===== src/rtl/alu_issue_stage.sv =====
// Issue stage for an external 32-bit ALU: operand register on the ALU inputs, result FIFO on its outputs,
// plus NZCV status, sticky overflow and a retired-op counter. Define ALU_ISSUE_TAG_EN to carry a per-op tag.
module alu_issue_stage #(
    parameter int DEPTH = 2,
    parameter int CNT_W = 16
`ifdef ALU_ISSUE_TAG_EN
    ,
    parameter int TAG_W = 4
`endif
) (
    input  logic             clk,
    input  logic             reset,
    input  logic             in_valid,
    output logic             in_ready,
    input  logic [31:0]      in_a,
    input  logic [31:0]      in_b,
    input  logic [2:0]       in_f,
    output logic [31:0]      alu_a,
    output logic [31:0]      alu_b,
    output logic [2:0]       alu_f,
    input  logic [31:0]      alu_result,
    input  logic             alu_zero,
    input  logic             alu_overflow,
    input  logic             alu_carry,
    input  logic             alu_negative,
    output logic             out_valid,
    input  logic             out_ready,
    output logic [31:0]      out_result,
    output logic [3:0]       out_flags,
    output logic             out_illegal,
    output logic [3:0]       status_nzcv,
    output logic             sticky_v,
    input  logic             clear_sticky,
    output logic [CNT_W-1:0] op_count
`ifdef ALU_ISSUE_TAG_EN
    ,
    input  logic [TAG_W-1:0] in_tag,
    output logic [TAG_W-1:0] out_tag
`endif
);
    localparam int PW = $clog2(DEPTH);
    localparam logic [PW:0]      LP_FULL    = (PW+1)'(DEPTH);
    localparam logic [PW:0]      LP_CNT_ONE = (PW+1)'(1);
    localparam logic [PW-1:0]    LP_PTR_ONE = PW'(1);
    localparam logic [CNT_W-1:0] LP_OP_ONE  = CNT_W'(1);

    logic             r_s1Valid;
    logic [31:0]      r_s1A;
    logic [31:0]      r_s1B;
    logic [2:0]       r_s1F;
    logic [31:0]      r_memResult [DEPTH];
    logic [3:0]       r_memFlags [DEPTH];
    logic             r_memIllegal [DEPTH];
    logic [PW-1:0]    r_wrPtr;
    logic [PW-1:0]    r_rdPtr;
    logic [PW:0]      r_count;
    logic [3:0]       r_status;
    logic             r_sticky;
    logic [CNT_W-1:0] r_opCount;

    logic             w_empty;
    logic             w_full;
    logic             w_pop;
    logic             w_advance;
    logic             w_accept;
    logic             w_legal;
    logic [31:0]      w_pushResult;
    logic [3:0]       w_pushFlags;

    // A full FIFO still accepts a push when its head leaves in the same cycle.
    assign w_empty   = (r_count == '0);
    assign w_full    = (r_count == LP_FULL);
    assign w_pop     = !w_empty && out_ready;
    assign w_advance = r_s1Valid && (!w_full || w_pop);
    assign in_ready  = !r_s1Valid || w_advance;
    assign w_accept  = in_valid && in_ready;

    always_comb begin
        w_legal = 1'b0;
        case (r_s1F)
            3'd0, 3'd1, 3'd2, 3'd3, 3'd5: w_legal = 1'b1;
            default:                      w_legal = 1'b0;
        endcase
    end

    // Illegal ops are recorded as a zero result with only Z set.
    assign w_pushResult = w_legal ? alu_result : '0;
    assign w_pushFlags  = w_legal ? {alu_negative, alu_zero, alu_carry, alu_overflow} : 4'b0100;

    always_ff @(posedge clk) begin
        if (reset) begin
            r_s1Valid <= 1'b0;
            r_s1A     <= '0;
            r_s1B     <= '0;
            r_s1F     <= '0;
        end else if (w_accept) begin
            r_s1Valid <= 1'b1;
            r_s1A     <= in_a;
            r_s1B     <= in_b;
            r_s1F     <= in_f;
        end else if (w_advance) begin
            r_s1Valid <= 1'b0;
        end
    end

    always_ff @(posedge clk) begin
        if (w_advance && !reset) begin
            r_memResult[r_wrPtr]  <= w_pushResult;
            r_memFlags[r_wrPtr]   <= w_pushFlags;
            r_memIllegal[r_wrPtr] <= !w_legal;
        end
    end

    always_ff @(posedge clk) begin
        if (reset) begin
            r_wrPtr <= '0;
            r_rdPtr <= '0;
            r_count <= '0;
        end else begin
            if (w_advance) r_wrPtr <= r_wrPtr + LP_PTR_ONE;
            if (w_pop)     r_rdPtr <= r_rdPtr + LP_PTR_ONE;
            case ({w_advance, w_pop})
                2'b10:   r_count <= r_count + LP_CNT_ONE;
                2'b01:   r_count <= r_count - LP_CNT_ONE;
                default: r_count <= r_count;
            endcase
        end
    end

    // A legal overflow in the same cycle as a clear keeps the sticky bit set.
    always_ff @(posedge clk) begin
        if (reset) begin
            r_status  <= '0;
            r_sticky  <= 1'b0;
            r_opCount <= '0;
        end else begin
            if (w_advance) r_opCount <= r_opCount + LP_OP_ONE;
            if (w_advance && w_legal) r_status <= w_pushFlags;
            if (w_advance && w_legal && w_pushFlags[0]) r_sticky <= 1'b1;
            else if (clear_sticky)                      r_sticky <= 1'b0;
        end
    end

`ifdef ALU_ISSUE_TAG_EN
    logic [TAG_W-1:0] r_s1Tag;
    logic [TAG_W-1:0] r_memTag [DEPTH];

    always_ff @(posedge clk) begin
        if (reset)         r_s1Tag <= '0;
        else if (w_accept) r_s1Tag <= in_tag;
    end

    always_ff @(posedge clk) begin
        if (w_advance && !reset) r_memTag[r_wrPtr] <= r_s1Tag;
    end

    assign out_tag = w_empty ? '0 : r_memTag[r_rdPtr];
`endif

    assign alu_a       = r_s1A;
    assign alu_b       = r_s1B;
    assign alu_f       = r_s1F;
    assign out_valid   = !w_empty;
    assign out_result  = w_empty ? '0 : r_memResult[r_rdPtr];
    assign out_flags   = w_empty ? '0 : r_memFlags[r_rdPtr];
    assign out_illegal = w_empty ? 1'b0 : r_memIllegal[r_rdPtr];
    assign status_nzcv = r_status;
    assign sticky_v    = r_sticky;
    assign op_count    = r_opCount;
endmodule


===== config.mk =====
export PLATFORM = sky130hd
export DESIGN_NAME = alu_issue_stage
export DESIGN_NICKNAME = d
export VERILOG_FILES = /design/src/rtl/alu_issue_stage.sv
export SDC_FILE = /design/constraint.sdc
export NUM_CORES = 1
export LEC_CHECK = 0
export ABC_AREA = 1
export CAP_MARGIN = 20
export CORE_UTILIZATION = 45
export CTS_BUF_LIST = sky130_fd_sc_hd__clkbuf_2 sky130_fd_sc_hd__clkbuf_4 sky130_fd_sc_hd__clkbuf_8
export DETAILED_ROUTE_END_ITERATION = 8
export PLACE_DENSITY = 0.87
export SETUP_SLACK_MARGIN = 0.5
export SLEW_MARGIN = 30
export SYNTH_ARGS = -nofsm -noshare
export SYNTH_HDL_FRONTEND = slang
export SYNTH_SLANG_ARGS = --single-unit

===== constraint.sdc =====
create_clock -name clk -period 5.44 [get_ports clk]
set_input_delay 1.088 -clock clk [delete_from_list [all_inputs] [get_ports clk]]
set_output_delay 1.088 -clock clk [all_outputs]
set_load 0.01 [all_outputs]

## Yosys cells after proc, flatten, opt, wreduce, memory -nomap -nowiden

Memories as Yosys holds them, arrays and structs flattened. A register that Yosys moved wholly into a read port is not among the register bits.
Cells that the tools add are included.

| operators by class | value |
|---|---|
| magnitude comparators | 0 |
| equality and inequality tests | 7 |
| shifts and indexed selects | 0 |
| $add $sub $neg | 5 |
| bitwise gates (word level) | 0 |
| multiplexer cells | 19 |
| reduce and logical (&&, ||, !) cells | 19 |
| multiply operators | 0 |
| divide/modulo/power cells | 0 |

Operator list:

| kind | number |
|---|---|
| $mux W32 | 2 |
| $add A16 B1 Y16 const B | 1 |
| $mux W1 | 14 |
| $mux W4 | 2 |
| $eq A3 B2 Y1 const B | 2 |
| $logic_and A1 B1 Y1 | 6 |
| $reduce_bool A2 Y1 | 3 |
| $logic_not A1 Y1 | 5 |
| $reduce_or A5 Y1 | 1 |
| $eq A2 B2 Y1 const B | 2 |
| $pmux W2 S2 | 1 |
| $eq A3 B1 Y1 const B | 1 |
| $eq A3 B3 Y1 const B | 1 |
| $logic_not A3 Y1 | 1 |
| $add A1 B1 Y1 const B | 2 |
| $add A2 B1 Y2 const B | 1 |
| $eq A2 B1 Y1 const B | 1 |
| $logic_not A2 Y1 | 1 |
| $logic_or A1 B1 Y1 | 2 |
| $sub A2 B1 Y2 const B | 1 |

| storage, ports and cells | value |
|---|---|
| memories kept | 3 |
| register bits | 93 |
| output and inout port bits | 127 |
| latch bits | 0 |
| RAM bits | 74 |
| bits in read-only memories | 0 |
| input bits | 108 |

Memories:

| name | depth | bits a word | rd ports | clocked after Yosys merged registers in | wr ports | RTL line | RTL |
|---|---|---|---|---|---|---|---|
| r_memResult | 2 | 32 | 1 | 1 | 1 | 51 | `logic [31:0] r_memResult [DEPTH];` |
| r_memFlags | 2 | 4 | 1 | 1 | 1 | 52 | `logic [3:0] r_memFlags [DEPTH];` |
| r_memIllegal | 2 | 1 | 1 | 1 | 1 | 53 | `logic r_memIllegal [DEPTH];` |

## Depth between registers and ports, before layout

Gate-level depths: netlist (run 1).

| logic depth | value |
|---|---|
| depth in word-level cells | 8 |
| depth in mapped cells | 9 |

## Worst setup path before layout (run 1)

OpenSTA, ideal clock, no wires.

| path | value |
|---|---|
| path kind | input to register |
| start | input port out_ready |
| end | memory r_memFlags[1][0], enable pin |
| arrival time | 4036 ps |
| required time | 4963 ps |
| library setup time | 477 ps |
| stages | 5 |
| slack | 927 ps |
| path through | inv_1 > nand3_2 > nand2_4 > buf_4 > nor3_1 |

| between the ends | value |
|---|---|
| longest elaborated chain between the ends | 6 |

Ends and longest elaborated chain:

| element | RTL line | RTL |
|---|---|---|
| start, declared | 27 | `input logic out_ready,` |
| $logic_and A1 B1 Y1 | 73 | `assign w_pop = !w_empty && out_ready;` |
| $logic_or A1 B1 Y1 | 74 | `assign w_advance = r_s1Valid && (!w_full \|\| w_pop);` |
| $logic_and A1 B1 Y1 | 74 |  |
| $logic_and A1 B1 Y1 | 107 | `if (w_advance && !reset) begin` |
| $mux W1 | 107 |  |
| $mux W1 (implied by the code) | 109 | `r_memFlags[r_wrPtr] <= w_pushFlags;` |
| end, declared | 52 |  |

No other way between the ends.

==> results of run 1 <==
-- path summary, 6_finish.rpt --
check                 end  slack [ns]  cells after the start
min             alu_a[17]        0.46                      2
max          out_flags[3]        1.87                      5
max reg2reg      alu_f[2]        3.21                      6
min reg2reg     alu_a[17]        0.46                      2
-- cell usage in the layout, fill, tap and decap left out, types with 2 or more instances in the layout --
cell type,n
nand3_1,76
inv_1,58
ha_1,2
nand4_1,5
edfxtp_1,74
nor2_1,63
o21ai_0,6
nor3_1,6
clkdlybuf4s50_1,232
o21ai_1,3
a21oi_1,122
clkinv_1,3
nor2_4,3
inv_2,4
nand3_2,2
buf_4,7
clkinvlp_4,2
nand2_4,2
bufinv_16,2
inv_6,2
dfxtp_1,94
buf_2,2
nand2_1,182
clkinv_2,2
clkbuf_8,17
clkinv_4,3
-- flip-flops by register name, summed over array words and instances (netlist names), named ones only --
name          cells
alu_a            32
alu_f             3
r_memResult      64
r_s1Valid         1
alu_b            32
r_memFlags        8
status_nzcv       4
r_memIllegal      2
sticky_v          1
r_rdPtr           1
r_wrPtr           1
r_count           2
op_count         16
-- area by class of cell --
class	count	area, um^2
Fill cell	1181	5081
Sequential cell	168	4104
Timing Repair Buffer	242	2412
Multi-Input combinational cell	479	2193
Inverter	63	236.5
Clock buffer	17	234.0
Tap cell	184	230.2
Clock inverter	15	152.6
-- cell families after synthesis --
group                    after synthesis
flip-flops                           168
buffers and inverters                110
AND/OR/NAND/NOR                      344
adder cells (fa/ha/maj)                2
XOR/XNOR                               1
AO/OA/AOI/OAI                        132
-- synthesized netlist by cell type, types with 3 or more instances --
library cell and count:
o21ai_0 6, clkbuf_1 15, nand3_1 76, inv_2 4
edfxtp_1 74, inv_1 58, o21ai_1 3, dfxtp_1 94
a21oi_1 123, nor3_1 7, nor2_1 65, nand4_1 5
buf_6 11, nand2_1 182, buf_2 20
-- power by group through the flow --
stage,sequential [mW],combinational [mW],clock (mW)
detailed placement,1.43,0.555,0
finish,1.40,0.554,0.870
floorplan,1.44,0.239,0
global route,1.41,0.602,0.939
CTS,1.40,0.557,0.888
global placement,1.43,0.540,0
-- routing by layer --
layer  share of wire, %  vias up  global-route usage [%]
met4                2.8        0                   10.09
li1                   -     2921                       -
met1                 39     2792                   26.50
met3                 10       32                   8.849
met2                 48      237                   38.40
met5                  0        -                       0
-- worst max-delay path: cells and delay by family, from the launching register on --
family	cells	cell delay (ns)
buffers and inverters	3	1.36
DFF	1	0.31
AOI/OAI and AO/OA	1	0.20
and+or+nand+nor	1	0.15
==> flow_summary_export.csv, run 1 <==
group,metric,value,unit
floorplan,rows,44,
global_route,grt_usage,23.13,%
pwr,power,2.825,mW
synth,synthSimpleGateAreaFrac,21.57,%
pwr,clkPwrFrac,30.8,%
worst_hold_path,hold_start,"alu_a[17]",
worst_setup_path,worstSetupEndpointType,"primary output",
synth,syn_inst,757,
run_status,violations,"DRC",
routing,ant_nets,0,
sta,max_freq,0.2798,GHz
sta,tightest_slew,0.7302,ns
cts,cts_root_buf,"clkbuf_8",
sta,finClkSkew,0.007887,ns
routing,post_drt_via_cell_ratio,5.122,
cts,clk_latency,0.45,ns
cts,path_clk_slew,0.08,ns
synth,synth_area_leaders,"edfxtp_1 33%, dfxtp_1 28%, nand2_1 10%, a21oi_1 9.1%, nand3_1 5.6%",
worst_setup_path,start_kind,"register",
sta,hold_violations,0,
worst_setup_path,crit_chain,"buf_4 > inv_2 > nand2_1 > a21oi_1 > clkdlybuf4s50_1",
sta,period_needed,3.574,ns
worst_setup_path,arrival,2.49,ns
pwr,p_sw_share,27.22,%
placement,detailedPlace.worstSlack,1.941,ns
synth,ys_seq_area_share,60.47,%
placement,dp_hpwl,12040,um
synth,synth_top_cell_by_area,"edfxtp_1",
routing,drt_iter0_markers,468,
synth,ys_warn_count,0,
worst_setup_path,cp_data_required_time,4.35,ns
worst_setup_path,r2r_start,"r_count[0]",
sta,fin_tns_setup,0,ns
synth,synth-compound-area-share,9.735,%
pwr,power.switching,769.1,uW
pwr,leakagePower,3.589,nW
placement,place_congestion,0.7553,
floorplan,die_h,124.8,um
routing,vias,5982,
worst_setup_path,critPathSlowestCell,"clkdlybuf4s50_1",
sta,fin_ws,1.866,ns
synth,synth_top_family_by_area,"simple AND/OR/NAND/NOR gates",
floorplan,chipWidth,124.8,um
synth,synth_adder_area_share,0.3687,%
placement,port_buffers,234,
global_route,antenna_found_initial,0,
run_status,outcome,"finished with violations",
pwr,power_density,295.4,nW/um^2
sta,hold_ws,0.4600,ns
floorplan,io_pins,235,
global_route,grt_pass1_wl,28170,um
synth,synth_fp_nets,867,
global_route,grt_pass1_vias,5652,
cts,clock_sinks,168,
finish,drive_gt1_share,5.691,%
floorplan,coreArea,14640,um^2
sta,slew_headroom,51.32,%
finish,fin_area,9563,um^2
run,drv_cap,0,
pwr,combPwrFrac,19.6,%
routing,wl,17860,um
placement,dp_cells,1136,
pwr,p_int,2.056,mW
synth,async_reset_ff_share,0,%
worst_setup_path,worstSetupPathType,"register to primary output",
placement,placed_cell_area,9176,um^2
synth,synth.distinct_cells,25,
finish,fin_cells,1168,
synth,syn_area,6787,um^2
routing,drc,30,
floorplan,initial_core_util,46.34,%
routing,drtPass1Iterations,8,
cts,post_cts_buffers,0,
sta,grt_setup_unrepaired,"no",
finish,syn2layout_area_growth,40.91,%
pwr,share_seq_of_total_power,49.6,%
routing,avgRoutedWirePerCell,15.29,um
synth,yosys.area.top_type_share,32.74,%
cts,cts_max_level,4,
global_route,grt-ovfl-total,0,
synth,synthFlopType,"dfxtp_1",
synth,syn_area_per_cell,8.965,um^2
synth,synth_xor_area_share,0.1291,%
pwr,peakVddDrop,0.1619,mV
synth,ys_ff_latch,168,
floorplan,fp.dieArea,15580,um^2
finish,diodes,0,
sta,finalSetupViolCount,0,
sta,period_share,65.69,%
finish,nets,1081,
worst_setup_path,crit_path_max_incr_delay,0.58,ns
finish,utilization,65.30,%
cts,cts_resized,0,
cts,cts_buffers,17,
cts,clockBufferDepth,2,
synth,synth.area.mux_share,0,%
sta,maxSlewViolCount,0,
global_route,grt_max_degree,71,
worst_hold_path,hold_class,"register to register",
synth,synth-edff-count,74,
cts,cts_tree,"built",
worst_setup_path,path_max_fanout,38,
cts,postCtsHoldBufs,0,
Power figures use the tool's default switching activity.
==> run 2: changes to the inputs <==
- CORE_UTILIZATION: 45 -> 42
- PLACE_DENSITY: 0.87 -> 0.85
- clock period: 5.44 -> 3.2 ns (I/O delays scaled with it)
==> run 2 against run 1 <==
Net effect:
- the run now ends clean
- worst setup slack got worse by 1.3 ns
- non-clock buffer count increased by 3
- sequential share of layout area decreased by 0.52 points
- via count decreased by 1.7%
- sequential power increased by 71%
- critical path type is now input port to primary output
==> flow_summary_export.csv, run 2 (synthesized netlist as in run 1, its figures left out) <==
group,metric,value,unit
sta,hold_violations,0,
finish,final_cell_mix,"232 x clkdlybuf4s50_1, 182 x nand2_1, 119 x a21oi_1, 91 x dfxtp_1, 76 x nand3_1",
sta,finalSetupViolCount,0,
worst_setup_path,start_kind,"input port",
worst_setup_path,r2r_start,"r_count[0]",
worst_setup_path,worstSetupEndpointType,"primary output",
routing,drc,0,
pwr,p_int,3.562,mW
worst_setup_path,cp_data_required_time,2.56,ns
cts,cts_buffers,17,
worst_setup_path,arrival,1.95,ns
pwr,power.switching,1.318,mW
global_route,grt-ovfl-total,0,
routing,wl,17580,um
cts,path_clk_slew,0.08,ns
worst_setup_path,reg2reg_slack,1.37,ns
placement,port_buffers,234,
pwr,share_seq_of_total_power,49.0,%
sta,period_share,81.08,%
worst_hold_path,hold_class,"register to register",
cts,clockBufferDepth,2,
cts,cts_max_level,4,
pwr,power_density,503.3,nW/um^2
sta,slew_headroom,55.51,%
global_route,grt_usage,21.22,%
placement,place_congestion,0.7677,
routing,vias,5881,
finish,largest_register,"r_memResult",
finish,largest_reg_flops,64,
global_route,grt_pass1_vias,5481,
run,drv_cap,0,
finish,drive_gt1_share,6.687,%
floorplan,chipWidth,129.1,um
sta,grt_setup_unrepaired,"no",
cts,postCtsHoldBufs,0,
pwr,p_sw_share,27.00,%
finish,diodes,0,
routing,avgRoutedWirePerCell,14.61,um
cts,clock_sinks,168,
routing,drtPass1Iterations,4,
cts,clk_latency,0.45,ns
worst_setup_path,path_max_fanout,3,
finish,layout_commonest_cell,"clkdlybuf4s50_1",
worst_setup_path,rr_worst_depth,7,
cts,cts_root_buf,"clkbuf_8",
sta,max_freq,0.3854,GHz
global_route,grt_pass1_wl,27100,um
finish,syn2layout_area_growth,42.87,%
global_route,antenna_found_initial,0,
global_route,grt_max_degree,67,
worst_hold_path,hold_start,"alu_a[0]",
placement,dp_hpwl,12000,um
sta,tightest_slew,0.6674,ns
pwr,peakVddDrop,0.2546,mV
pwr,clkPwrFrac,31.6,%
worst_hold_path,whs_path_depth,2,
worst_hold_path,hold-path-endpoint,"alu_a[0]",
pwr,combPwrFrac,19.4,%
floorplan,coreArea,15830,um^2
routing,post_drt_via_cell_ratio,4.889,
run_status,outcome,"complete, no violations",
floorplan,die_h,129.1,um
floorplan,rows,46,
sta,period_needed,2.594,ns
routing,drt_iter0_markers,363,
worst_setup_path,r2r-end,"r_memResult[0][6]",
finish,nFillCells,1329,
sta,maxSlewViolCount,0,
finish,nets,1084,
cts,cts_tree,"built",
floorplan,io_pins,235,
routing,ant_nets,0,
sta,hold_ws,0.4618,ns
floorplan,initial_core_util,42.88,%
sta,finClkSkew,0.009966,ns
pwr,leakagePower,3.631,nW
sta,fin_tns_setup,0,ns
worst_setup_path,worstSetupPathType,"input port to primary output",
floorplan,fp.dieArea,16670,um^2
## run 2: repair_timing
action | in CTS | in global routing
setup buffers | 2 | 0
gates resized for setup | 7 | 6
endpoints found under the setup margin | 37 | 20
## run 2: worst max-delay path by stage
stage,start,to,slack (ns),cells past startpoint
finish,out_ready,in_ready,0.61,4
global route,register,out_result[6],0.51,4
CTS,r_count[1],out_flags[1],0.53,4
detailed placement,out_ready,r_memResult[0][12],0.54,8
global placement,out_ready,in_ready,0.56,4
floorplan,out_ready,r_memFlags[0][0],0.76,6
## run 2: area by class of cell
class | instances | area (um^2) | share of cell area, %
sequential | 168 | 4110 | 42.39
multi-input combinational | 479 | 2216 | 22.85
tap | 216 | 270.3 | 2.787
inverter | 63 | 244.0 | 2.516
timing repair buffer | 245 | 2451 | 25.28
clock inverter | 13 | 142.6 | 1.471
clock buffer | 19 | 261.5 | 2.697
## run 2: power groups by stage
stage	clock network [mW]	registers, mW	logic [mW]
floorplan	0	2.45	0.408
detailed placement	0	2.44	0.926
global route	1.66	2.40	1.04
global placement	0	2.44	0.909
finish	1.54	2.39	0.947
CTS	1.58	2.39	0.945
## run 2: through the flow
| step | setup WS [ns] | util [%] | total power, mW | cells | cell area (um^2) |
|---|---|---|---|---|---|
| CTS | 0.5325 | 61.12 | 4.918 | 1203 | 9674 |
| detailed placement | 0.5446 | 58.38 | 3.370 | 1169 | 9240 |
| global route | 0.5077 | 61.26 | 5.105 | 1203 | 9696 |
| finish | 0.6056 | 61.26 | 4.880 | 1203 | 9696 |
| floorplan | 0.7581 | - | 2.857 | 757 | 6800 |
| global placement | 0.5597 | 58.38 | 3.347 | 1169 | 9240 |
## run 2: metal layers
metal	global-route usage (%)	share of wire (%)	vias to the layer above
met5	0	0	-
met4	7.197	1.2	0
met3	8.423	9.0	16
met2	35.33	49	208
met1	24.91	41	2719
li1	-	-	2938
## run 2: worst max-delay path, stage by stage
cell             delay (ns)
clkdlybuf4s50_1        0.48
inv_1                  0.10
nand4_4                0.12
clkdlybuf4s50_1        0.61
==> run 3: changes to the inputs <==
- clock period: 3.2 -> 2.1 ns (I/O delays scaled with it)
==> run 3 against run 2 <==
Net effect:
- cell count is 5.0% higher
- critical path depth is 1 higher
- register-to-register slack worse by 0.96 ns
- core utilization grew 5.3 points
- first-iteration DRC count is 13% lower
- critical endpoint is now out_result[11]
- wire length up 18%
==> flow_summary_export.csv, run 3 (synthesized netlist as in run 1, its figures left out) <==
group,metric,value,unit
sta,hold_violations,0,
worst_setup_path,crit_path_max_incr_delay,0.43,ns
routing,avgRoutedWirePerCell,16.39,um
worst_setup_path,cp.depth,5,
placement,dp_hpwl,12630,um
run,drv_cap,0,
worst_setup_path,start_kind,"register",
worst_setup_path,worstSetupEndpointType,"primary output",
floorplan,initial_core_util,42.88,%
worst_setup_path,rr_worst_depth,10,
finish,largest_reg_flops,64,
floorplan,die_h,129.1,um
finish,final_cell_mix,"179 x nand2_1, 105 x clkdlybuf4s50_1, 96 x a21oi_1, 84 x dlygate4sd2_1, 76 x nand3_1",
global_route,grt-ovfl-total,0,
worst_setup_path,critPathSlowestCell,"dfxtp_4",
placement,dp_cells,1197,
cts,postCtsHoldBufs,0,
floorplan,rows,46,
routing,post_drt_via_cell_ratio,5.035,
sta,slew_headroom,52.81,%
worst_setup_path,r2r_start,"r_count[0]",
sta,tightest_slew,0.7079,ns
routing,wl,20700,um
routing,drtPass1Iterations,4,
run_status,outcome,"complete, no violations",
finish,syn2layout_area_growth,55.33,%
global_route,antenna_found_initial,0,
finish,largest_register,"r_memResult",
sta,period_share,96.11,%
global_route,grt_pass1_vias,5945,
sta,finalSetupViolCount,0,
finish,drive_gt1_share,20.34,%
finish,layout_commonest_cell,"nand2_1",
floorplan,fp.dieArea,16670,um^2
floorplan,coreArea,15830,um^2
sta,period_needed,2.018,ns
cts,cts_max_level,4,
cts,clock_sinks,168,
finish,nets,1144,
routing,drc,0,
pwr,leakagePower,4.503,nW
finish,diodes,0,
finish,utilization,66.60,%
worst_setup_path,endpoint,"out_result[11]",
worst_setup_path,reg2reg_slack,0.41,ns
cts,clk_latency,0.46,ns
sta,fin_tns_setup,0,ns
worst_setup_path,crit_buf_inv,3,
cts,cts_buffers,17,
worst_setup_path,crit_chain,"buf_12 > clkbuf_16 > nand2_1 > a21oi_2 > buf_2",
global_route,grt_max_degree,67,
worst_hold_path,hold_class,"register to register",
global_route,grt_pass1_wl,29350,um
pwr,peakVddDrop,0.3862,mV
cts,path_clk_slew,0.09,ns
cts,cts_root_buf,"clkbuf_8",
placement,port_buffers,234,
worst_setup_path,cpLargestDelayFamily,"buffers and inverters",
worst_setup_path,r2r-end,"r_memResult[0][12]",
worst_setup_path,path_max_fanout,7,
routing,ant_nets,0,
floorplan,chipWidth,129.1,um
pwr,power,7.967,mW
cts,cts_tree,"built",
sta,grt_setup_unrepaired,"yes",
routing,drt_iter0_markers,315,
routing,vias,6359,
sta,finClkSkew,0.01424,ns
worst_setup_path,worstSetupPathType,"register to primary output",
pwr,power_density,755.8,nW/um^2
placement,place_congestion,0.7515,
global_route,grt_usage,23.01,%
worst_setup_path,cp_data_required_time,1.68,ns
sta,max_freq,0.4954,GHz
worst_setup_path,arrival,1.60,ns
finish,nFillCells,1170,
cts,clockBufferDepth,2,
finish,fin_cells,1263,
floorplan,io_pins,235,
sta,maxSlewViolCount,0,
-- run 3: worst min-delay path by stage --
stage                     startpoint        endpoint  slack (ns)  depth (start not counted)
final                        r_rdPtr        register        0.44                          1
after global routing           reset  status_nzcv[1]        0.44                          3
after CTS                      reset  status_nzcv[1]        0.42                          3
after detailed placement     r_rdPtr        register        0.44                          1
after global placement       r_rdPtr         r_rdPtr        0.43                          1
after floorplan              r_rdPtr        register        0.43                          1
-- run 3: power by group --
part	total, mW	internal, mW	switching, mW
Clock	2.38	1.18	1.20
Sequential	3.64	3.56	0.0783
Combinational	1.95	0.983	0.970
Total	7.97	5.72	2.24
-- run 3: what timing repair did --
item                                    CTS  global route
endpoints found under the setup margin  127           207
gates resized for setup                 315            48
buffers inserted                         11             8
gates cloned                              4            11
pin swaps                                 6            14
-- run 3: metrics by stage --
stage	setup slack (ns)	area, um^2	hold WS, ns
after floorplan	-0.0003889	6830	0.4263
after global placement	-0.03849	9529	0.4336
after detailed placement	-0.03892	9529	0.4404
after CTS	0.1386	10040	0.4196
after global routing	0.04139	10540	0.4437
final	0.08163	10540	0.4364
-- run 3: final cells by class --
class / count / area (um^2) / share of cell area (%)
clock buffer: 22 / 290.3 / 2.754
clock inverter: 10 / 117.6 / 1.116
multi-input combinational: 480 / 2399 / 22.75
tap: 216 / 270.3 / 2.564
inverter: 63 / 256.5 / 2.433
sequential: 168 / 4135 / 39.23
timing repair buffer: 304 / 3073 / 29.15
-- run 3: per-layer routing --
metal	wire, um	GRT usage, %	vias up
met5	0	0	-
met4	433	8.581	0
met3	1827	8.712	35
met2	10690	40.32	293
met1	7746	25.31	2975
li1	-	-	3056
